`config.mk`:
```
export PLATFORM = sky130hd
export DESIGN_NAME = fma_pio_engine_flat
export DESIGN_NICKNAME = d
export VERILOG_FILES = /design/src/rtl/fma_pio_engine_if.sv /design/src/rtl/fma_pio_engine.sv /design/src/flat_wrapper.sv
export SDC_FILE = /design/constraint.sdc
export NUM_CORES = 1
export LEC_CHECK = 0
export ABC_AREA = 1
export CORE_MARGIN = 1.5
export CORE_UTILIZATION = 55
export DETAILED_ROUTE_END_ITERATION = 6
export HOLD_SLACK_MARGIN = 0.05
export PLACE_DENSITY = 0.77
export RECOVER_POWER = 25
export SETUP_SLACK_MARGIN = 0.05
export SLEW_MARGIN = 20
export SYNTH_ARGS = -nofsm -noshare
export SYNTH_HDL_FRONTEND = slang
export SYNTH_SLANG_ARGS = --single-unit
```
`constraint.sdc`:
```
create_clock -name clk_clk -period 7.6 [get_ports clk_clk]
set_clock_uncertainty 0.1 [all_clocks]
set_input_delay 1.14 -clock clk_clk [delete_from_list [all_inputs] [get_ports clk_clk]]
set_output_delay 1.14 -clock clk_clk [all_outputs]
set_load 0.02 [all_outputs]
```
`src/rtl/fma_pio_engine_if.sv`:
```
// Operand/result handshake bundle for the multiply/accumulate engine.
// The master side drives operands and pops results; the slave is the engine.
interface fma_pio_engine_if #(
    parameter int DATA_W     = 8,
    parameter int RES_W      = 16,
    parameter int FIFO_DEPTH = 4
);
    localparam int LVL_W = $clog2(FIFO_DEPTH) + 1;

    logic [DATA_W-1:0] op_a;
    logic [DATA_W-1:0] op_b;
    logic [1:0]        op_mode;
    logic              op_valid;
    logic              op_ready;
    logic [RES_W-1:0]  res_data;
    logic              res_ovf;
    logic              res_valid;
    logic              res_ready;
    logic [RES_W-1:0]  acc_value;
    logic              sticky_ovf;
    logic [LVL_W-1:0]  fifo_level;
    logic              busy;

    modport master (
        output op_a, op_b, op_mode, op_valid, res_ready,
        input  op_ready, res_data, res_ovf, res_valid,
        input  acc_value, sticky_ovf, fifo_level, busy
    );

    modport slave (
        input  op_a, op_b, op_mode, op_valid, res_ready,
        output op_ready, res_data, res_ovf, res_valid,
        output acc_value, sticky_ovf, fifo_level, busy
    );
endinterface

```
`src/rtl/fma_pio_engine.sv`:
```
// Multiply/accumulate engine: one operand stage, saturating accumulator,
// and a show-ahead result FIFO with per-entry overflow flags.
module fma_pio_engine #(
    parameter int DATA_W     = 8,
    parameter int RES_W      = 16,
    parameter int FIFO_DEPTH = 4,
    parameter int SIGNED     = 0
) (
    input  logic              clk_clk,
    input  logic              reset_reset,
    fma_pio_engine_if.slave   bus
);
    localparam int PW = 2 * DATA_W;
    localparam int AW = $clog2(FIFO_DEPTH);
    localparam int LW = AW + 1;
    localparam logic [RES_W-1:0] SMAX = {1'b0, {(RES_W-1){1'b1}}};
    localparam logic [RES_W-1:0] SMIN = {1'b1, {(RES_W-1){1'b0}}};

    typedef enum logic [1:0] {
        MODE_MUL  = 2'b00,
        MODE_MAC  = 2'b01,
        MODE_MSUB = 2'b10,
        MODE_CLR  = 2'b11
    } mode_e;

    logic              s1_valid;
    logic [DATA_W-1:0] s1_a;
    logic [DATA_W-1:0] s1_b;
    mode_e             s1_mode;
    logic [RES_W-1:0]  acc;
    logic              sticky;

    logic [RES_W-1:0]  mem_data [FIFO_DEPTH];
    logic              mem_ovf  [FIFO_DEPTH];
    logic [AW-1:0]     wr_ptr;
    logic [AW-1:0]     rd_ptr;
    logic [LW-1:0]     level;

    logic              accept;
    logic              push;
    logic              pop;
    logic [LW:0]       pending;

    logic [PW-1:0]     a_ext;
    logic [PW-1:0]     b_ext;
    logic [PW-1:0]     prod;
    logic [RES_W:0]    p_ext;
    logic [RES_W:0]    acc_ext;
    logic [RES_W:0]    x;
    logic [RES_W-1:0]  r;
    logic              ovf;

    // Ready depends only on registered occupancy, never on res_ready.
    assign pending = {1'b0, level} + {{LW{1'b0}}, s1_valid};
    assign bus.op_ready = pending < (LW+1)'(FIFO_DEPTH);
    assign accept = bus.op_valid & bus.op_ready;
    assign push   = s1_valid;
    assign pop    = bus.res_valid & bus.res_ready;

    assign bus.res_valid  = level != '0;
    assign bus.res_data   = bus.res_valid ? mem_data[rd_ptr] : '0;
    assign bus.res_ovf    = bus.res_valid ? mem_ovf[rd_ptr] : 1'b0;
    assign bus.acc_value  = acc;
    assign bus.sticky_ovf = sticky;
    assign bus.fifo_level = level;
    assign bus.busy       = s1_valid | bus.res_valid;

    // Low PW bits of a PW x PW product are correct for both signednesses.
    always_comb begin
        a_ext   = {{DATA_W{(SIGNED != 0) & s1_a[DATA_W-1]}}, s1_a};
        b_ext   = {{DATA_W{(SIGNED != 0) & s1_b[DATA_W-1]}}, s1_b};
        prod    = a_ext * b_ext;
        p_ext   = {{(RES_W+1-PW){(SIGNED != 0) & prod[PW-1]}}, prod};
        acc_ext = {(SIGNED != 0) & acc[RES_W-1], acc};
        x       = '0;
        r       = '0;
        ovf     = 1'b0;
        unique case (s1_mode)
            MODE_MUL: r = p_ext[RES_W-1:0];
            MODE_MAC, MODE_MSUB: begin
                x = (s1_mode == MODE_MAC) ? acc_ext + p_ext
                                          : acc_ext - p_ext;
                if (SIGNED != 0) begin
                    ovf = x[RES_W] ^ x[RES_W-1];
                    r   = ovf ? (x[RES_W] ? SMIN : SMAX) : x[RES_W-1:0];
                end else begin
                    ovf = x[RES_W];
                    if (!ovf)
                        r = x[RES_W-1:0];
                    else if (s1_mode == MODE_MAC)
                        r = '1;
                    else
                        r = '0;
                end
            end
            MODE_CLR: r = '0;
            default:  r = '0;
        endcase
    end

    always_ff @(posedge clk_clk) begin
        if (reset_reset) begin
            s1_valid <= 1'b0;
            s1_a     <= '0;
            s1_b     <= '0;
            s1_mode  <= MODE_MUL;
            acc      <= '0;
            sticky   <= 1'b0;
            wr_ptr   <= '0;
            rd_ptr   <= '0;
            level    <= '0;
        end else begin
            if (accept) begin
                s1_valid <= 1'b1;
                s1_a     <= bus.op_a;
                s1_b     <= bus.op_b;
                s1_mode  <= mode_e'(bus.op_mode);
            end else begin
                s1_valid <= 1'b0;
            end
            if (s1_valid) begin
                acc <= r;
                if (s1_mode == MODE_CLR)
                    sticky <= 1'b0;
                else if (ovf)
                    sticky <= 1'b1;
            end
            if (push)
                wr_ptr <= wr_ptr + AW'(1);
            if (pop)
                rd_ptr <= rd_ptr + AW'(1);
            unique case ({push, pop})
                2'b10:   level <= level + LW'(1);
                2'b01:   level <= level - LW'(1);
                default: level <= level;
            endcase
        end
    end

    // Storage needs no reset: outputs are gated by res_valid.
    always_ff @(posedge clk_clk) begin
        if (push) begin
            mem_data[wr_ptr] <= r;
            mem_ovf[wr_ptr]  <= ovf;
        end
    end
endmodule

```
`src/flat_wrapper.sv`:
```
// flat-port wrapper written by rule: the top's interface ports become plain ports
module fma_pio_engine_flat 
#(
    parameter int DATA_W     = 8,
    parameter int RES_W      = 16,
    parameter int FIFO_DEPTH = 4,
    parameter int SIGNED     = 0
)
  (clk_clk, reset_reset, bus_op_a, bus_op_b, bus_op_mode, bus_op_valid, bus_res_ready, bus_op_ready, bus_res_data, bus_res_ovf, bus_res_valid, bus_acc_value, bus_sticky_ovf, bus_fifo_level, bus_busy);
  fma_pio_engine_if #(.DATA_W(DATA_W), .RES_W(RES_W), .FIFO_DEPTH(FIFO_DEPTH)) bus_i ();
  input  logic clk_clk;
  input  logic reset_reset;
  input wire logic [$bits(bus_i.op_a)-1:0] bus_op_a;
  input wire logic [$bits(bus_i.op_b)-1:0] bus_op_b;
  input wire logic [$bits(bus_i.op_mode)-1:0] bus_op_mode;
  input wire logic [$bits(bus_i.op_valid)-1:0] bus_op_valid;
  input wire logic [$bits(bus_i.res_ready)-1:0] bus_res_ready;
  output wire logic [$bits(bus_i.op_ready)-1:0] bus_op_ready;
  output wire logic [$bits(bus_i.res_data)-1:0] bus_res_data;
  output wire logic [$bits(bus_i.res_ovf)-1:0] bus_res_ovf;
  output wire logic [$bits(bus_i.res_valid)-1:0] bus_res_valid;
  output wire logic [$bits(bus_i.acc_value)-1:0] bus_acc_value;
  output wire logic [$bits(bus_i.sticky_ovf)-1:0] bus_sticky_ovf;
  output wire logic [$bits(bus_i.fifo_level)-1:0] bus_fifo_level;
  output wire logic [$bits(bus_i.busy)-1:0] bus_busy;
  assign bus_i.op_a = bus_op_a;
  assign bus_i.op_b = bus_op_b;
  assign bus_i.op_mode = bus_op_mode;
  assign bus_i.op_valid = bus_op_valid;
  assign bus_i.res_ready = bus_res_ready;
  assign bus_op_ready = bus_i.op_ready;
  assign bus_res_data = bus_i.res_data;
  assign bus_res_ovf = bus_i.res_ovf;
  assign bus_res_valid = bus_i.res_valid;
  assign bus_acc_value = bus_i.acc_value;
  assign bus_sticky_ovf = bus_i.sticky_ovf;
  assign bus_fifo_level = bus_i.fifo_level;
  assign bus_busy = bus_i.busy;
  fma_pio_engine #(.DATA_W(DATA_W), .RES_W(RES_W), .FIFO_DEPTH(FIFO_DEPTH), .SIGNED(SIGNED)) u_core (.clk_clk(clk_clk), .reset_reset(reset_reset), .bus(bus_i));
endmodule
```
==> flow_metrics.env, run 1 <==
export IMPL_violations="capacitance limit, slew limit"
export IMPL_postCtsHoldBufs=0
export IMPL_clock_sinks=113
export IMPL_ctsRootBufferMaster="clkbuf_16"
export IMPL_place_inst=1351
export IMPL_layout_commonest_cell="nand2_1"
export IMPL_finalCritPeriodShare_pct=89.9
export IMPL_setup_tns_ns=0
export IMPL_fin_area_um2=9900
export IMPL_syn_area_um2=8650
export IMPL_drtPass1Iterations=5
export IMPL_n_antenna_cell=0
export IMPL_cp_end_kind="flip-flop"
export IMPL_layout_min_cycle_time_ns=6.83
export IMPL_io_pins=62
export IMPL_grt_pass1_vias=6938
export IMPL_power_density_nw_per_um2=287
export IMPL_nNetsFinal=1280
export IMPL_slew_headroom_pct=-21.5
export IMPL_drv_cap=1
export IMPL_drt_total_wl_um=19300
export IMPL_drc=0
export IMPL_synth_seq_cells=113
export IMPL_gp_congestion=0.924
export IMPL_slew_violations=39
export IMPL_leakagePower_nw=5.10
export IMPL_cts_buffers_inserted=17
export IMPL_worst_path_dominant_cell_family="adder cells"
export IMPL_hold_violations=0
export IMPL_ant_nets=0
export IMPL_crit_top_cell="inv_1"
export IMPL_path_clk_slew_ns=0.06
export IMPL_layout_drive_gt1_share_pct=7.34
export IMPL_vias_per_cell=5.20
export IMPL_start_util_pct=56.7
export IMPL_async_reset_ff_share_pct=0
export IMPL_post_cts_buffers=0
export IMPL_port_buffer_count=61
export IMPL_htree_levels=4
export IMPL_num_vias=7197
export IMPL_vdd_drop_max_v=0.000170
export IMPL_antenna_found_initial=0
export IMPL_fp_dieH_um=128
export IMPL_synth_cell_types=42
export IMPL_outcome="finished, violations left"
export IMPL_rows=45
export IMPL_grt_pass1_wl_um=32500
export IMPL_worstMarginPinSlew_ns=1.82
export IMPL_layout_common_cells="238 x nand2_1, 206 x inv_1, 129 x nor2_1"
export IMPL_placed_area_um2=9350
export IMPL_start_kind="flip-flop"
export IMPL_postSynthAreaPerCell_um2=7.72
export IMPL_setup_viol=0
export IMPL_area_growth_pct=14.5
export IMPL_crit_type="reg -> reg"
export IMPL_dieArea_um2=16500
export IMPL_overflow=0
export IMPL_min_path_type="reg -> reg"
export IMPL_post_drt_wl_per_cell_um=14.0
export IMPL_core_um2=15300
export IMPL_stdcell_count=1383
export IMPL_cts_resized_gates=0
export IMPL_insertion_delay_ns=0.41
export IMPL_synth_ff_type="edfxtp_1"
export IMPL_cts_tree="built"
export IMPL_chipWidth_um=128
export IMPL_required_ns=7.62
export IMPL_max_stage_delay_ns=0.55
export IMPL_yosys_warnings=0
export IMPL_synth_cells=1121
export IMPL_ctsLongestPathBuffers=2
export IMPL_dr_first_iter_drc_count=459
export IMPL_synth_edff_count=68
export IMPL_critPathMaxFanout=16
export IMPL_synth_seq_area_share_pct=34.0
export IMPL_crit_buf_inv=8
export IMPL_crit_slowest_cell="fa_1"
export IMPL_rsz0062_at_grt="no"
export IMPL_hpwlAfterDp_um=14400
export IMPL_r2r_slack_ns=0.77
export IMPL_syn_num_nets=1242
export IMPL_track_usage_pct=24.9
export IMPL_grt_max_degree=39
export IMPL_max_freq_mhz=146
export IMPL_cp_arrival_ns=6.85
==> layout make-up <==
cell class	instances	area, um2
Multi-Input combinational cell	748	4690
Clock inverter	13	113
Clock buffer	19	443
Tap cell	211	264
Timing Repair Buffer	67	652
Sequential cell	113	2940
Fill cell	1291	5360
Inverter	212	796
==> cells in the mapped netlist, types with 5 or more instances <==
cell | n | area [um2]
nand3_2 | 21 | 210
clkbuf_1 | 39 | 146
nand4_1 | 6 | 37.5
nand2_1 | 238 | 893
nor2_1 | 129 | 484
xor2_1 | 19 | 166
nor3_1 | 5 | 25.0
inv_1 | 206 | 773
fa_1 | 38 | 761
o21ai_0 | 53 | 265
ha_1 | 61 | 763
a21oi_1 | 63 | 315
edfxtp_1 | 68 | 2040
dfxtp_1 | 45 | 901
nand2_2 | 11 | 68.8
nand3_1 | 69 | 345
xnor2_1 | 7 | 61.3
==> tightest hold or removal path, delay by kind of cell, from the launching register on <==
family / cells / cell delay [ns]
compound gates: 1 / 0.06
buf+inv: 1 / 0.06
flops: 1 / 0.29
==> cell families after synthesis <==
logic type	share of synthesized area [%]
AO/OA/AOI/OAI	8.10
flip-flops	34.0
adder cells (fa/ha/maj)	17.6
XOR/XNOR	2.63
AND/OR/NAND/NOR	25.8
buffers and inverters	11.8
==> metal layers <==
layer / global-route usage, % / up-vias / part of all wire, %
met2: 44.5 / 218 / 49
met4: 8.20 / 0 / 2.2
met3: 4.62 / 34 / 5.4
li1: - / 3591 / -
met1: 30.4 / 3354 / 43
met5: 0 / - / 0
==> path summary, 6_finish.rpt <==
| check | from | endpoint | cells past startpoint |
|---|---|---|---|
| max | u_core.s1_b[7] | u_core.mem_data[0][4] | 34 |
| min | u_core.rd_ptr[1] | u_core.rd_ptr[1] | 2 |
| max reg2reg | u_core.s1_b[7] | u_core.mem_data[0][4] | 34 |
| min reg2reg | u_core.rd_ptr[1] | u_core.rd_ptr[1] | 2 |
==> power breakdown <==
part           total (mW)  internal [mW]  switching (mW)
combinational        1.31          0.471           0.839
sequential          0.789          0.733          0.0554
clock               0.740          0.457           0.284
total                2.84           1.66            1.18
==> registers in the layout, indices dropped and copies added (netlist names), named ones only <==
name,cells
u_core.mem_data,64
u_core.bus.acc_value,16
u_core.s1_a,8
u_core.bus.sticky_ovf,1
u_core.bus.fifo_level,3
u_core.wr_ptr,2
u_core.rd_ptr,2
u_core.s1_b,8
u_core.push,1
u_core.s1_mode,2
u_core.mem_ovf,4
==> stage by stage <==
| stage | hold WS, ns | utilization [%] | power [mW] | setup slack, ns |
|---|---|---|---|---|
| floorplan | 0.336 | - | 1.74 | 1.30 |
| global placement | 0.353 | 61.3 | 2.08 | 1.06 |
| detailed placement | 0.358 | 61.3 | 2.09 | 0.849 |
| CTS | 0.368 | 64.9 | 2.84 | 0.810 |
| global route | 0.401 | 64.9 | 3.01 | 0.322 |
| finish | 0.363 | 64.9 | 2.84 | 0.771 |
(Power assumes the default switching activity.)
==> run 2: changes to the inputs <==
--- a/config.mk
+++ b/config.mk
@@ -9,10 +9,12 @@
 export CORE_MARGIN = 1.5
 export CORE_UTILIZATION = 55
 export DETAILED_ROUTE_END_ITERATION = 6
+export GPL_ROUTABILITY_DRIVEN = 1
 export HOLD_SLACK_MARGIN = 0.05
 export PLACE_DENSITY = 0.77
 export RECOVER_POWER = 25
 export SETUP_SLACK_MARGIN = 0.05
+export SKIP_LAST_GASP = 1
 export SLEW_MARGIN = 20
 export SYNTH_ARGS = -nofsm -noshare
 export SYNTH_HDL_FRONTEND = slang
==> results of run 2 <==
Same layout as run 1: the final DEF is identical, and so are final timing and power.
==> run 3: changes to the inputs <==
--- a/config.mk
+++ b/config.mk
@@ -5,15 +5,15 @@
 export SDC_FILE = /design/constraint.sdc
 export NUM_CORES = 1
 export LEC_CHECK = 0
-export ABC_AREA = 1
 export CORE_MARGIN = 1.5
 export CORE_UTILIZATION = 55
 export DETAILED_ROUTE_END_ITERATION = 6
 export GPL_ROUTABILITY_DRIVEN = 1
 export HOLD_SLACK_MARGIN = 0.05
-export PLACE_DENSITY = 0.77
+export PLACE_DENSITY = 0.78
 export RECOVER_POWER = 25
 export SETUP_SLACK_MARGIN = 0.05
+export SKIP_CTS_REPAIR_TIMING = 1
 export SKIP_LAST_GASP = 1
 export SLEW_MARGIN = 20
 export SYNTH_ARGS = -nofsm -noshare
==> run 3 against run 2 <==
The run ends with DRC, capacitance limit, slew limit left. Clock power up 21%. Cell count is 21% lower. Combinational power is 15% higher. Largest power group unchanged. Highest routed layer unchanged.
==> flow_metrics.env, run 3 <==
export IMPL_layout_min_cycle_time_ns=7.27
export IMPL_grt_pass1_wl_um=32800
export IMPL_power_density_nw_per_um2=322
export IMPL_clock_sinks=113
export IMPL_vias_per_cell=5.93
export IMPL_place_inst=1064
export IMPL_nNetsFinal=1021
export IMPL_max_stage_delay_ns=0.63
export IMPL_top_register="u_core.mem_data"
export IMPL_rows=44
export IMPL_ctsLongestPathBuffers=2
export IMPL_finalCritPeriodShare_pct=95.7
export IMPL_core_um2=14600
export IMPL_ctsRootBufferMaster="clkbuf_16"
export IMPL_multi_input_area_um2=5050
export IMPL_port_buffer_count=61
export IMPL_async_reset_ff_share_pct=0
export IMPL_drc=1
export IMPL_syn_num_nets=950
export IMPL_start_kind="flip-flop"
export IMPL_track_usage_pct=26.0
export IMPL_setup_tns_ns=0
export IMPL_fp_dieH_um=126
export IMPL_overflow=0
export IMPL_setup_viol=0
export IMPL_area_growth_pct=19.6
export IMPL_largest_reg_flops=64
export IMPL_syn_area_um2=8290
export IMPL_insertion_delay_ns=0.41
export IMPL_slew_headroom_pct=-46.7
export IMPL_layout_common_cells="81 x and2_1, 81 x nand2_1, 70 x inv_1"
export IMPL_wirelength_met1_um=8340
export IMPL_dieArea_um2=15800
export IMPL_critPathMaxFanout=8
export IMPL_synth_ff_type="edfxtp_1"
export IMPL_htree_levels=4
export IMPL_num_vias=6510
export IMPL_crit_buf_inv=5
export IMPL_chipWidth_um=126
export IMPL_cts_tree="built"
export IMPL_synth_cell_types=70
export IMPL_crit_type="reg -> reg"
export IMPL_dp_slack_ns=0.0217
export IMPL_postSynthAreaPerCell_um2=10.0
export IMPL_synth_seq_cells=113
export IMPL_worstPathCellList="buf_4 > and2_1 > fa_1 > fa_1 > fa_1 > inv_1 > fa_1 > inv_1 > ha_1 > or2_2 > nor4_1 > nor3_1 > buf_4 > xnor2_1 > ha_1 > and4_1 > nand4_1 > a211o_1 > a31o_2 > buf_4 > and4_1 > o211ai_1 > nand3_1"
export IMPL_yosysMostFrequentCell="and2_1"
export IMPL_required_ns=7.56
export IMPL_drt_total_wl_um=19700
export IMPL_start_util_pct=56.6
export IMPL_synthTopCellsByArea="edfxtp_1 25%, dfxtp_1 11%, ha_1 9.2%, fa_1 9.2%, and2_1 6.3%"
export IMPL_synth_edff_count=68
export IMPL_rsz0062_at_grt="no"
export IMPL_max_freq_mhz=138
export IMPL_post_drt_wl_per_cell_um=18.0
export IMPL_io_pins=62
export IMPL_hold_violations=0
export IMPL_dr_max_layer_used="met4"
export IMPL_ant_nets=0
export IMPL_yosysTopAreaCell="edfxtp_1"
export IMPL_synth_cells=829
export IMPL_synth_seq_area_share_pct=35.5
export IMPL_crit_top_cell="fa_1"
export IMPL_layout_drive_gt1_share_pct=11.4
export IMPL_vdd_drop_max_v=0.000187
export IMPL_violations="DRC, capacitance limit, slew limit"
export IMPL_cp_end_kind="flip-flop"
export IMPL_grt_pass1_vias=6740
export IMPL_drtPass1Iterations=7
export IMPL_seq_area_um2=2950
export IMPL_cts_buffers_inserted=17
export IMPL_synth_top_cell_area_share_pct=24.6
export IMPL_met3WireLength_um=976
export IMPL_worstMarginPinSlew_ns=2.20
export IMPL_drv_cap=1
export IMPL_dr_wl_met2_um=9890
export IMPL_gp_congestion=0.990
export IMPL_yosys_warnings=0
export IMPL_leakagePower_nw=4.06
export IMPL_hpwlAfterDp_um=14200
export IMPL_fillers=1086
export IMPL_min_path_type="reg -> reg"
export IMPL_n_antenna_cell=0
export IMPL_antenna_found_initial=0
export IMPL_stdcell_count=1097
export IMPL_worst_path_dominant_cell_family="adder cells"
export IMPL_fin_ws_ns=0.328
export IMPL_synth_common_cells="84 x and2_1, 81 x nand2_1, 70 x inv_1"
export IMPL_crit_slowest_cell="nor4_1"
export IMPL_dr_first_iter_drc_count=481
export IMPL_cp_arrival_ns=7.23
export IMPL_path_clk_slew_ns=0.06
export IMPL_slew_violations=45
export IMPL_grt_max_degree=45
export IMPL_outcome="finished, violations left"
==> run 3: cell type report <==
cell class                      count  share of cell area (%)
Clock buffer                       18                    4.43
Clock inverter                     14                    2.27
Inverter                           70                    2.65
Multi-Input combinational cell    616                    50.9
Sequential cell                   113                    29.7
Tap cell                          184                    2.32
Timing Repair Buffer               82                    7.71
==> run 3: power by group <==
group	internal, mW	switching [mW]	leakage [nW]
Sequential	0.737	0.0638	0.998
Clock	0.596	0.299	0.326
Combinational	0.631	0.866	2.74
==> run 3: worst register-to-register path, delay by kind of cell (launching register included) <==
family	cells	cell delay, ns
compound gates	3	0.77
buf+inv	5	0.64
fa+ha+maj	6	2.76
xor+xnor	1	0.12
flops	1	0.32
simple gates	8	2.22
==> run 3: path summary, 6_finish.rpt <==
| kind | slack (ns) | from | depth (start not counted) | to |
|---|---|---|---|---|
| hold / removal | 0.39 | u_core.s1_mode[1] | 2 | u_core.s1_mode[1] |
| setup / recovery | 0.33 | u_core.s1_b[7] | 23 | u_core.mem_data[0][0] |
| hold reg to reg | 0.39 | u_core.s1_mode[1] | 2 | u_core.s1_mode[1] |
| setup reg to reg | 0.33 | u_core.s1_b[7] | 23 | u_core.mem_data[0][0] |
==> run 3: metal layers <==
layer  track usage, %  vias to the layer above
li1                 -                     3094
met1             32.1                     3145
met2             45.7                      232
met3             3.99                       39
met4             10.6                        0
met5                0                        -
==> run 3: cell families after synthesis <==
| family | synth area share [%] |
|---|---|
| adder cells (fa/ha/maj) | 18.4 |
| AO/OA/AOI/OAI | 13.7 |
| AND/OR/NAND/NOR | 18.2 |
| flip-flops | 35.5 |
| multiplexers | 5.11 |
| buffers and inverters | 4.68 |
| XOR/XNOR | 4.51 |
==> run 3: per-stage QoR <==
stage / utilization (%) / total power, mW / area (um2) / hold WS (ns)
after global routing: 67.7 / 3.37 / 9920 / 0.416
after global placement: 62.5 / 2.24 / 9160 / 0.372
final: 67.7 / 3.19 / 9920 / 0.392
after detailed placement: 62.5 / 2.26 / 9160 / 0.385
after floorplan: - / 1.82 / 8290 / 0.353
after CTS: 67.1 / 3.16 / 9820 / 0.393
